File: src/rtl/tx_bit_controller.sv
// Bit-level transmit sequencer: SYNC, LSB-first payload with bit stuffing, then a two-period SE0 EOP and one J period.
// Produces the raw bit stream plus the bit-period strobes that clock a downstream NRZI encoder.
module tx_bit_controller #(
    parameter int CLKS_PER_BIT = 8
) (
    input  logic       clk,
    input  logic       rst,
    input  logic       tx_start,
    input  logic [7:0] tx_data,
    input  logic       tx_valid,
    input  logic       tx_last,
    output logic       tx_ready,
    output logic       d_orig,
    output logic       strobe,
    output logic       strobe_middle,
    output logic       eop,
    output logic       tx_busy,
    output logic       tx_done,
    output logic       tx_error,
    output logic [2:0] fsm_state
);

    localparam int CW = $clog2(CLKS_PER_BIT);
    localparam logic [CW-1:0] CNT_LAST = CW'(CLKS_PER_BIT - 1);
    localparam logic [CW-1:0] CNT_MID  = CW'(CLKS_PER_BIT / 2 - 1);

    localparam logic [2:0] ST_IDLE    = 3'd0;
    localparam logic [2:0] ST_SYNC    = 3'd1;
    localparam logic [2:0] ST_DATA    = 3'd2;
    localparam logic [2:0] ST_STUFF   = 3'd3;
    localparam logic [2:0] ST_EOP_SE0 = 3'd4;
    localparam logic [2:0] ST_EOP_J   = 3'd5;

    logic [2:0]    state, state_nxt;
    logic [CW-1:0] bit_cnt, cnt_nxt;
    logic [2:0]    bit_idx, idx_nxt;
    logic [2:0]    ones_cnt, ones_nxt;
    logic [7:0]    shift_reg, shift_nxt;
    logic          cur_last, cur_last_nxt;
    logic [7:0]    buf_data, buf_data_nxt;
    logic          buf_last, buf_last_nxt;
    logic          buf_full, buf_full_nxt;
    logic          last_seen, last_seen_nxt;
    logic          stuff_at_end, stuff_end_nxt;
    logic          err_seen, err_seen_nxt;

    logic [2:0]    ones_run;
    logic          need_stuff;
    logic          at_boundary;
    logic          shifting_state;

    assign fsm_state = state;
    assign tx_busy   = (state != ST_IDLE);
    assign eop       = (state == ST_EOP_SE0);

    assign strobe        = (state != ST_IDLE) && (bit_cnt == CNT_LAST);
    assign strobe_middle = (state != ST_IDLE) && (bit_cnt == CNT_MID);

    always_comb begin
        d_orig = 1'b1;
        case (state)
            ST_SYNC:  d_orig = (bit_idx == 3'd7);
            ST_DATA:  d_orig = shift_reg[0];
            ST_STUFF: d_orig = 1'b0;
            default:  d_orig = 1'b1;
        endcase
    end

    // Handshake: a byte moves into the holding buffer on a rising edge where
    // tx_valid && tx_ready; tx_ready never depends on tx_valid, and the
    // producer must hold tx_data/tx_last stable while tx_valid is high.
    assign tx_ready = !buf_full && !last_seen &&
                      ((state == ST_SYNC) || (state == ST_DATA) || (state == ST_STUFF));

    assign shifting_state = (state == ST_SYNC) || (state == ST_DATA);
    assign ones_run   = d_orig ? (ones_cnt + 3'd1) : 3'd0;
    assign need_stuff = shifting_state && (ones_run == 3'd6);

    // A byte boundary is the end of SYNC bit 7 or data bit 7, deferred past a trailing stuff bit.
    assign at_boundary = strobe &&
                         ((shifting_state && !need_stuff && (bit_idx == 3'd7)) ||
                          ((state == ST_STUFF) && stuff_at_end));

    assign tx_error = at_boundary && !cur_last && !buf_full;
    assign tx_done  = (state == ST_EOP_J) && strobe && !err_seen;

    always_comb begin
        state_nxt     = state;
        cnt_nxt       = bit_cnt;
        idx_nxt       = bit_idx;
        ones_nxt      = ones_cnt;
        shift_nxt     = shift_reg;
        cur_last_nxt  = cur_last;
        buf_data_nxt  = buf_data;
        buf_last_nxt  = buf_last;
        buf_full_nxt  = buf_full;
        last_seen_nxt = last_seen;
        stuff_end_nxt = stuff_at_end;
        err_seen_nxt  = err_seen;

        if (state != ST_IDLE) begin
            cnt_nxt = strobe ? '0 : bit_cnt + 1'b1;
        end

        if (tx_valid && tx_ready) begin
            buf_data_nxt = tx_data;
            buf_last_nxt = tx_last;
            buf_full_nxt = 1'b1;
            if (tx_last) begin
                last_seen_nxt = 1'b1;
            end
        end

        case (state)
            ST_IDLE: begin
                if (tx_start) begin
                    state_nxt     = ST_SYNC;
                    cnt_nxt       = '0;
                    idx_nxt       = 3'd0;
                    ones_nxt      = 3'd0;
                    cur_last_nxt  = 1'b0;
                    last_seen_nxt = 1'b0;
                    err_seen_nxt  = 1'b0;
                    stuff_end_nxt = 1'b0;
                    buf_full_nxt  = 1'b0;
                end
            end
            ST_SYNC, ST_DATA: begin
                if (strobe) begin
                    ones_nxt = ones_run;
                    idx_nxt  = bit_idx + 3'd1;
                    if (state == ST_DATA) begin
                        shift_nxt = {1'b0, shift_reg[7:1]};
                    end
                    if (need_stuff) begin
                        state_nxt     = ST_STUFF;
                        stuff_end_nxt = (bit_idx == 3'd7);
                        ones_nxt      = 3'd0;
                    end
                end
            end
            ST_STUFF: begin
                if (strobe) begin
                    ones_nxt = 3'd0;
                    if (!stuff_at_end) begin
                        state_nxt = ST_DATA;
                    end
                end
            end
            ST_EOP_SE0: begin
                if (strobe) begin
                    idx_nxt = bit_idx + 3'd1;
                    if (bit_idx == 3'd1) begin
                        state_nxt = ST_EOP_J;
                        idx_nxt   = 3'd0;
                    end
                end
            end
            ST_EOP_J: begin
                if (strobe) begin
                    state_nxt     = ST_IDLE;
                    cnt_nxt       = '0;
                    buf_full_nxt  = 1'b0;
                    last_seen_nxt = 1'b0;
                    err_seen_nxt  = 1'b0;
                end
            end
            default: begin
                state_nxt = ST_IDLE;
                cnt_nxt   = '0;
            end
        endcase

        // Boundary decision overrides the per-state defaults above.
        if (at_boundary) begin
            idx_nxt = 3'd0;
            if (cur_last) begin
                state_nxt = ST_EOP_SE0;
            end else if (buf_full) begin
                shift_nxt    = buf_data;
                cur_last_nxt = buf_last;
                buf_full_nxt = 1'b0;
                state_nxt    = ST_DATA;
            end else begin
                err_seen_nxt = 1'b1;
                state_nxt    = ST_EOP_SE0;
            end
        end
    end

    always_ff @(posedge clk or posedge rst) begin
        if (rst) begin
            state        <= ST_IDLE;
            bit_cnt      <= '0;
            bit_idx      <= 3'd0;
            ones_cnt     <= 3'd0;
            shift_reg    <= 8'h00;
            cur_last     <= 1'b0;
            buf_data     <= 8'h00;
            buf_last     <= 1'b0;
            buf_full     <= 1'b0;
            last_seen    <= 1'b0;
            stuff_at_end <= 1'b0;
            err_seen     <= 1'b0;
        end else begin
            state        <= state_nxt;
            bit_cnt      <= cnt_nxt;
            bit_idx      <= idx_nxt;
            ones_cnt     <= ones_nxt;
            shift_reg    <= shift_nxt;
            cur_last     <= cur_last_nxt;
            buf_data     <= buf_data_nxt;
            buf_last     <= buf_last_nxt;
            buf_full     <= buf_full_nxt;
            last_seen    <= last_seen_nxt;
            stuff_at_end <= stuff_end_nxt;
            err_seen     <= err_seen_nxt;
        end
    end

endmodule
File: config.mk
export PLATFORM = sky130hd
export DESIGN_NAME = tx_bit_controller
export DESIGN_NICKNAME = d
export VERILOG_FILES = /design/src/rtl/tx_bit_controller.sv
export SDC_FILE = /design/constraint.sdc
export NUM_CORES = 1
export LEC_CHECK = 0
export ABC_AREA = 1
export CORE_UTILIZATION = 49
export CTS_CLUSTER_SIZE = 30
export DETAILED_ROUTE_END_ITERATION = 8
export PLACE_DENSITY = 0.86
export SLEW_MARGIN = 20
export SYNTH_ARGS = -nofsm -noshare
export SYNTH_HDL_FRONTEND = slang
export SYNTH_SLANG_ARGS = --single-unit
File: constraint.sdc
create_clock -name clk -period 1.7 [get_ports clk]
set_input_delay 0.17 -clock clk [delete_from_list [all_inputs] [get_ports clk]]
set_output_delay 0.17 -clock clk [all_outputs]
set_load 0.005 [all_outputs]
# Word-level counts from Yosys, hierarchy flattened

Index checks and enable logic that the tools add are counted.

Memories: 0
Bits in read-only memories: 0
Bits in latches: 0
Output and inout bits: 11
Logic and storage cells: 131
Bits of input ports: 13
Memory bits (writable): 0
Register bits after elaboration: 34

Shifts and indexed selects: 0
Multipliers: 0
$lt $le $gt $ge: 0
Bitwise gates (word level): 0
Divide/modulo/power cells: 0
Add/sub/neg operators: 3
Reduce and logical (&&, ||, !) cells: 33
Equality and inequality tests: 22
Multiplexer cells: 61

Operator list:

| kind                                                                  | count |
|---|---|
| 3-bit two-way mux                                                     | 23 |
| 8-bit two-way mux                                                     | 6 |
| 3-bit case mux with 3 select lines                                    | 3 |
| 1-bit two-way mux                                                     | 23 |
| 3-bit != test, second input constant                                  | 6 |
| 3-bit equality test, second input constant                            | 5 |
| 3-bit case mux with 5 select lines                                    | 1 |
| 1-bit logical AND                                                     | 14 |
| 4-bit AND reduction                                                   | 3 |
| 3-bit by 1-bit adder with 3-bit output, second input constant         | 3 |
| 3-bit by 2-bit equality test with 1-bit output, second input constant | 3 |
| 2-bit != test, second input constant                                  | 4 |
| 1-bit case mux with 2 select lines                                    | 4 |
| 8-bit AND reduction                                                   | 1 |
| 3-bit by 1-bit equality test with 1-bit output, second input constant | 2 |
| 3-bit nonzero test                                                    | 2 |
| 1-bit logical NOT                                                     | 5 |
| 4-bit nonzero test                                                    | 1 |
| 4-bit OR reduction                                                    | 1 |
| 3-bit logical NOT                                                     | 1 |
| 1-bit logical OR                                                      | 3 |
| 3-bit by 1-bit != test with 1-bit output, second input constant       | 1 |
| 3-bit by 2-bit != test with 1-bit output, second input constant       | 1 |
| 1-bit case mux with 3 select lines                                    | 1 |
| 2 further kinds                                                       | 2 |

# Logic depth before layout (Yosys ltp)

Depth after elaboration: 12
Gate-level depth with buffers: 12
Depth with buffers taken out: 12

# Least setup slack after synthesis

OpenSTA, ideal clock, no wires.

Kind: reg-to-reg
Start: register bit_idx[0]
End: register shift_reg[7]
Buffers on the path: 1
Period minus slack after synthesis: 1.713 ns
Path slack: -0.013 ns
Arrival time: 1.590 ns
Required time: 1.577 ns
Cell stages (with the launch flop): 12
Setup time: 0.123 ns
Cells stage by stage: dfrtp_1 ha_1 ha_1 nand3b_1 nand3_2 nand2_1 nand2_1 nand2_2 nand3_2 buf_6 nand3_1 o21ai_1

Word-level cells in the longest chain between the ends: 11

Ends and longest elaborated chain:

| what                               | RTL line | source |
|---|---|---|
| from (decl)                        | 36       | `logic [2:0] bit_idx, idx_nxt;` |
| from (signal assigned)             | 208      | `bit_idx <= idx_nxt;` |
| 3-bit equality test                | 62       | `ST_SYNC: d_orig = (bit_idx == 3'd7);` |
| 1-bit case mux with 3 select lines | 61       | `case (state)` |
| net d_orig                         | 13       | `output logic d_orig,` |
| 3-bit two-way mux                  | 76       | `assign ones_run = d_orig ? (ones_cnt + 3'd1) : 3'd0;` |
| 3-bit equality test                | 77       | `assign need_stuff = shifting_state && (ones_run == 3'd6);` |
| 1-bit logical AND                  | 77       |  |
| 1-bit logical NOT                  | 81       | `((shifting_state && !need_stuff && (bit_idx == 3'd7)) \|\|` |
| 1-bit logical AND (2 in a row)     | 81       |  |
| 1-bit logical OR                   | 81       |  |
| 1-bit logical AND                  | 80       | `assign at_boundary = strobe &&` |
| 8-bit two-way mux                  | 175      | `if (at_boundary) begin` |
| net shift_nxt[7]                   | 38       | `logic [7:0] shift_reg, shift_nxt;` |
| to (signal assigned)               | 210      | `shift_reg <= shift_nxt;` |
| to (decl)                          | 38       |  |

The timed path passes the listed nets, and every way through them passes these cells.
A chain may end at the register's enable or synchronous reset.

# Final worst setup path

Start: register bit_idx[0]
End: output port tx_error

Word-level cells in the longest chain between the ends: 12

Ends and longest elaborated chain:

| what                               | RTL line | source |
|---|---|---|
| 3-bit equality test *              | 62, 81   |  |
| 1-bit case mux with 3 select lines | 61       |  |
| 3-bit two-way mux                  | 76       |  |
| 3-bit equality test                | 77       |  |
| 1-bit logical AND                  | 77       |  |
| 1-bit logical NOT                  | 81       |  |
| 1-bit logical AND                  | 81       |  |
| 1-bit logical AND *                | 81       |  |
| 1-bit logical OR *                 | 81       |  |
| 1-bit logical AND *                | 80       |  |
| 1-bit logical AND * (2 in a row)   | 84       | `assign tx_error = at_boundary && !cur_last && !buf_full;` |
| to (decl)                          | 19       | `output logic tx_error,` |

Mark *: on every way between the ends. The rest lies on a longest branch, timed or not.

==> flow_metrics.py <==
metrics = {
    "critical_path": {
        "path_delay_family": "simple AND/OR/NAND/NOR gates",
        "timing.critical_path.required_ps": 1530,
        "critical_path.cell_chain": "ha_2, ha_4, nand3b_1, nand3_2, nand2_2, nand2_2, nand2_2, nand3b_1, nor2_2, buf_2",
        "critical_path.most_common_cell": "sky130_fd_sc_hd__nand2_2",
        "worst-setup-path-type": "reg -> out",
        "cp-endpoint": "tx_error",
        "crit_buf_inv": 1,
        "regToRegStartpoint": "bit_idx[0]",
        "crit_arrival_ps": 1870,
        "worst_path_max_delay_cell": "sky130_fd_sc_hd__dfrtp_1",
        "startpoint": "bit_idx[0]",
        "timing.critical_path.from_type": "flop",
        "reg2reg_setup_slack_ps": -320,
        "worstPathMaxFanout": 2,
        "kind_of_end_point_of_the_critical_path": "output pin",
        "ff2ff_path_depth": 14,
        "worst_path_largest_cell_delay_ps": 400,
        "crit-reg2reg-capture": "fsm_state[0]",
        "crit_cells": 10,
    },
    "logic_synthesis": {
        "synth_top_area_cell": "sky130_fd_sc_hd__dfrtp_1",
        "synth_largest_type_area_fraction_pct": 44.94,
        "synth.cell_area_um2": 1893,
        "async_reset_ff_share_pct": 100.0,
        "seq_area_frac_synth_pct": 44.94,
        "yosys.cell_count.top_type": "sky130_fd_sc_hd__nand2_1",
        "syn_inst": 236,
        "synth_area_per_cell_um2": 8.021,
        "yosys_register_bits": 34,
        "synthesis.yosys.warnings": 0,
        "syn_nets": 256,
        "synthTopCellsByArea": "sky130_fd_sc_hd__dfrtp_1, sky130_fd_sc_hd__nand2_1, sky130_fd_sc_hd__inv_1",
        "synth_enable_flop_cells": 0,
        "dominantRegCellSynth": "sky130_fd_sc_hd__dfrtp_1",
        "synth_cell_types": 28,
        "synthTopCellsByCount": "sky130_fd_sc_hd__nand2_1, sky130_fd_sc_hd__dfrtp_1, sky130_fd_sc_hd__inv_1",
    },
    "pwr": {
        "power.leakage_nw": 1.531,
        "vdd_ir_drop_max_v": 0.001191,
        "power_per_cell_area_nw_per_um2": 1636,
    },
    "grt": {
        "antenna_found_initial": 0,
        "grt_first_pass_wirelength_um": 9501,
        "globalRouteOverflowTotal": 0,
        "grt.total_usage_pct": 31.36,
        "first_global_vias": 2058,
        "grt_max_degree": 35,
    },
    "hold_path": {
        "worst_hold_check_path_type": "in -> async",
    },
    "cts": {
        "clock_sink_count": 34,
        "buffers_from_clock_root_to_sink_at_most": 2,
        "numCtsBuffers": 5,
        "cts.reportedPaths.clkPinSlew_ps": 70,
        "cts_root_buf": "sky130_fd_sc_hd__clkbuf_8",
        "tritoncts_clock_tree": "yes",
        "clock_tree.htree_level_count": 2,
        "clk_latency_ps": 300,
    },
    "finish": {
        "num-fill-cells": 211,
        "syn_to_final_growth_pct": 60.41,
        "drive_gt1_share_pct": 41.69,
        "num-nets-final": 350,
        "stdcell_area_um2": 3037,
        "n_antenna_cell": 0,
        "fin_util_pct": 82.33,
        "final_cell_count_no_fill": 379,
    },
    "detailed_routing": {
        "ant_nets": 0,
        "via_count": 1988,
        "routed_wirelength_um": 5891,
        "route.detailed.vias_per_inst": 5.245,
        "drt_pass1_iterations": 5,
        "drcViolationCount": 0,
        "drc_marker_count_from_the_first_detailed_route_iteration": 141,
        "post_drt_wl_per_cell_um": 15.54,
    },
    "floorplan": {
        "start_util_pct": 51.32,
        "fp.dieArea_um2": 4116,
        "rows": 22,
        "chipHeight_um": 64.16,
        "io_pins": 24,
        "die_span_in_x_um": 64.16,
        "core_footprint_um2": 3689,
    },
    "timing": {
        "hold_ws_ps": 265.3,
        "worst_pin_slew_ps": 483.6,
        "period_share_pct": 119.7,
        "max_slew_violation_count": 0,
        "max_freq_mhz": 491.3,
        "grt_setup_unrepaired": "true",
        "slew_headroom_pct": 67.76,
        "final_worst_path_setup_slack_ps": -335.3,
        "report.final.setup_viol": 26,
        "finalHoldViolCount": 0,
        "finClkSkew_ps": 3.605,
        "finalCriticalPeriod_ps": 2035,
    },
    "placement": {
        "placed_cells": 345,
        "globalplace.congestion": 0.8592,
        "dpl.hpwl_um": 3284,
        "placed_area_um2": 2495,
        "dpl_worst_slack_ps": -401.0,
        "port_buffers": 23,
    },
    "outcome": {
        "run_status": "finished, violations left",
        "failed_checks": "negative setup slack",
    },
    "run": {
        "max_cap_violations": 0,
    },
}
stage by stage:
step           TNS (ps)  total power [mW]
6_report          -4827             4.967
5_1_grt           -7324             5.313
4_1_cts           -3939             4.668
3_5_place_dp      -3412             3.394
3_3_place_gp      -1497             3.286
2_1_floorplan         0             2.401
worst min-delay path by stage:
stage / endpoint / cells past startpoint
3_3_place_gp: shift_reg[3] / 2
4_1_cts: last_seen / 3
2_1_floorplan: buf_data[0] / 2
3_5_place_dp: shift_reg[6] / 2
6_report: buf_data[0] / 3
5_1_grt: buf_data[0] / 3
worst min-delay path, stage by stage:
cell and delay (ps):
sky130_fd_sc_hd__clkdlybuf4s50_1 390, sky130_fd_sc_hd__inv_1 50, sky130_fd_sc_hd__buf_4 380
report_power, final:
group	switching (mW)	leakage, nW	internal, mW
sequential	0.197	0.439	1.10
combinational	1.55	1.04	1.49
clock	0.302	0.0482	0.327
final cells by class:
| type | instances | area, um^2 | share of cell area, % |
|---|---|---|---|
| multi-input cells | 170 | 1104 | 36.34 |
| inverters | 29 | 116.4 | 3.832 |
| repair buffers | 89 | 802.0 | 26.41 |
| repair inverters | 1 | 8.758 | 0.2884 |
| well taps | 48 | 60.06 | 1.978 |
| clock buffers | 7 | 86.33 | 2.843 |
| flip-flops and latches | 34 | 854.6 | 28.14 |
| clock inverters | 1 | 5.005 | 0.1648 |
cell usage in the layout, fill, tap and decap left out, types with 4 or more instances in the layout:
cell,count
sky130_fd_sc_hd__o21ai_0,10
sky130_fd_sc_hd__nand2_1,70
sky130_fd_sc_hd__inv_1,23
sky130_fd_sc_hd__nor2_4,4
sky130_fd_sc_hd__clkdlybuf4s50_1,16
sky130_fd_sc_hd__nand3b_1,4
sky130_fd_sc_hd__nand4_1,4
sky130_fd_sc_hd__clkbuf_8,6
sky130_fd_sc_hd__mux2_2,6
sky130_fd_sc_hd__dfrtp_1,31
sky130_fd_sc_hd__a21oi_1,6
sky130_fd_sc_hd__nor2_1,11
sky130_fd_sc_hd__nand2_2,12
sky130_fd_sc_hd__buf_4,47
sky130_fd_sc_hd__buf_6,17
sky130_fd_sc_hd__nand3_2,6
sky130_fd_sc_hd__o21ai_1,5
routing by layer:
layer | global-route usage (%) | share of wire, % | up-vias
met5 | 0 | 0 | -
met1 | 33.91 | 37 | 927
met2 | 55.05 | 52 | 80
li1 | - | - | 941
met4 | 21.39 | 6.5 | 0
met3 | 6.071 | 4.6 | 40
repair_timing:
action	in CTS	in global routing
setup endpoints to repair	35	32
gates cloned	2	0
buffers inserted	22	5
pin swaps	18	7
gates resized for setup	77	19
hold buffers	0	0
cells by family after synthesis:
kind of cell | synth area share, %
and+or+nand+nor | 29.81
DFF | 44.94
buffers and inverters | 7.006
AOI/OAI and AO/OA | 8.526
muxes | 4.626
adders and majority gates | 4.626
xor gates and xnor gates | 0.4627
Power figures use the tool's default switching activity.
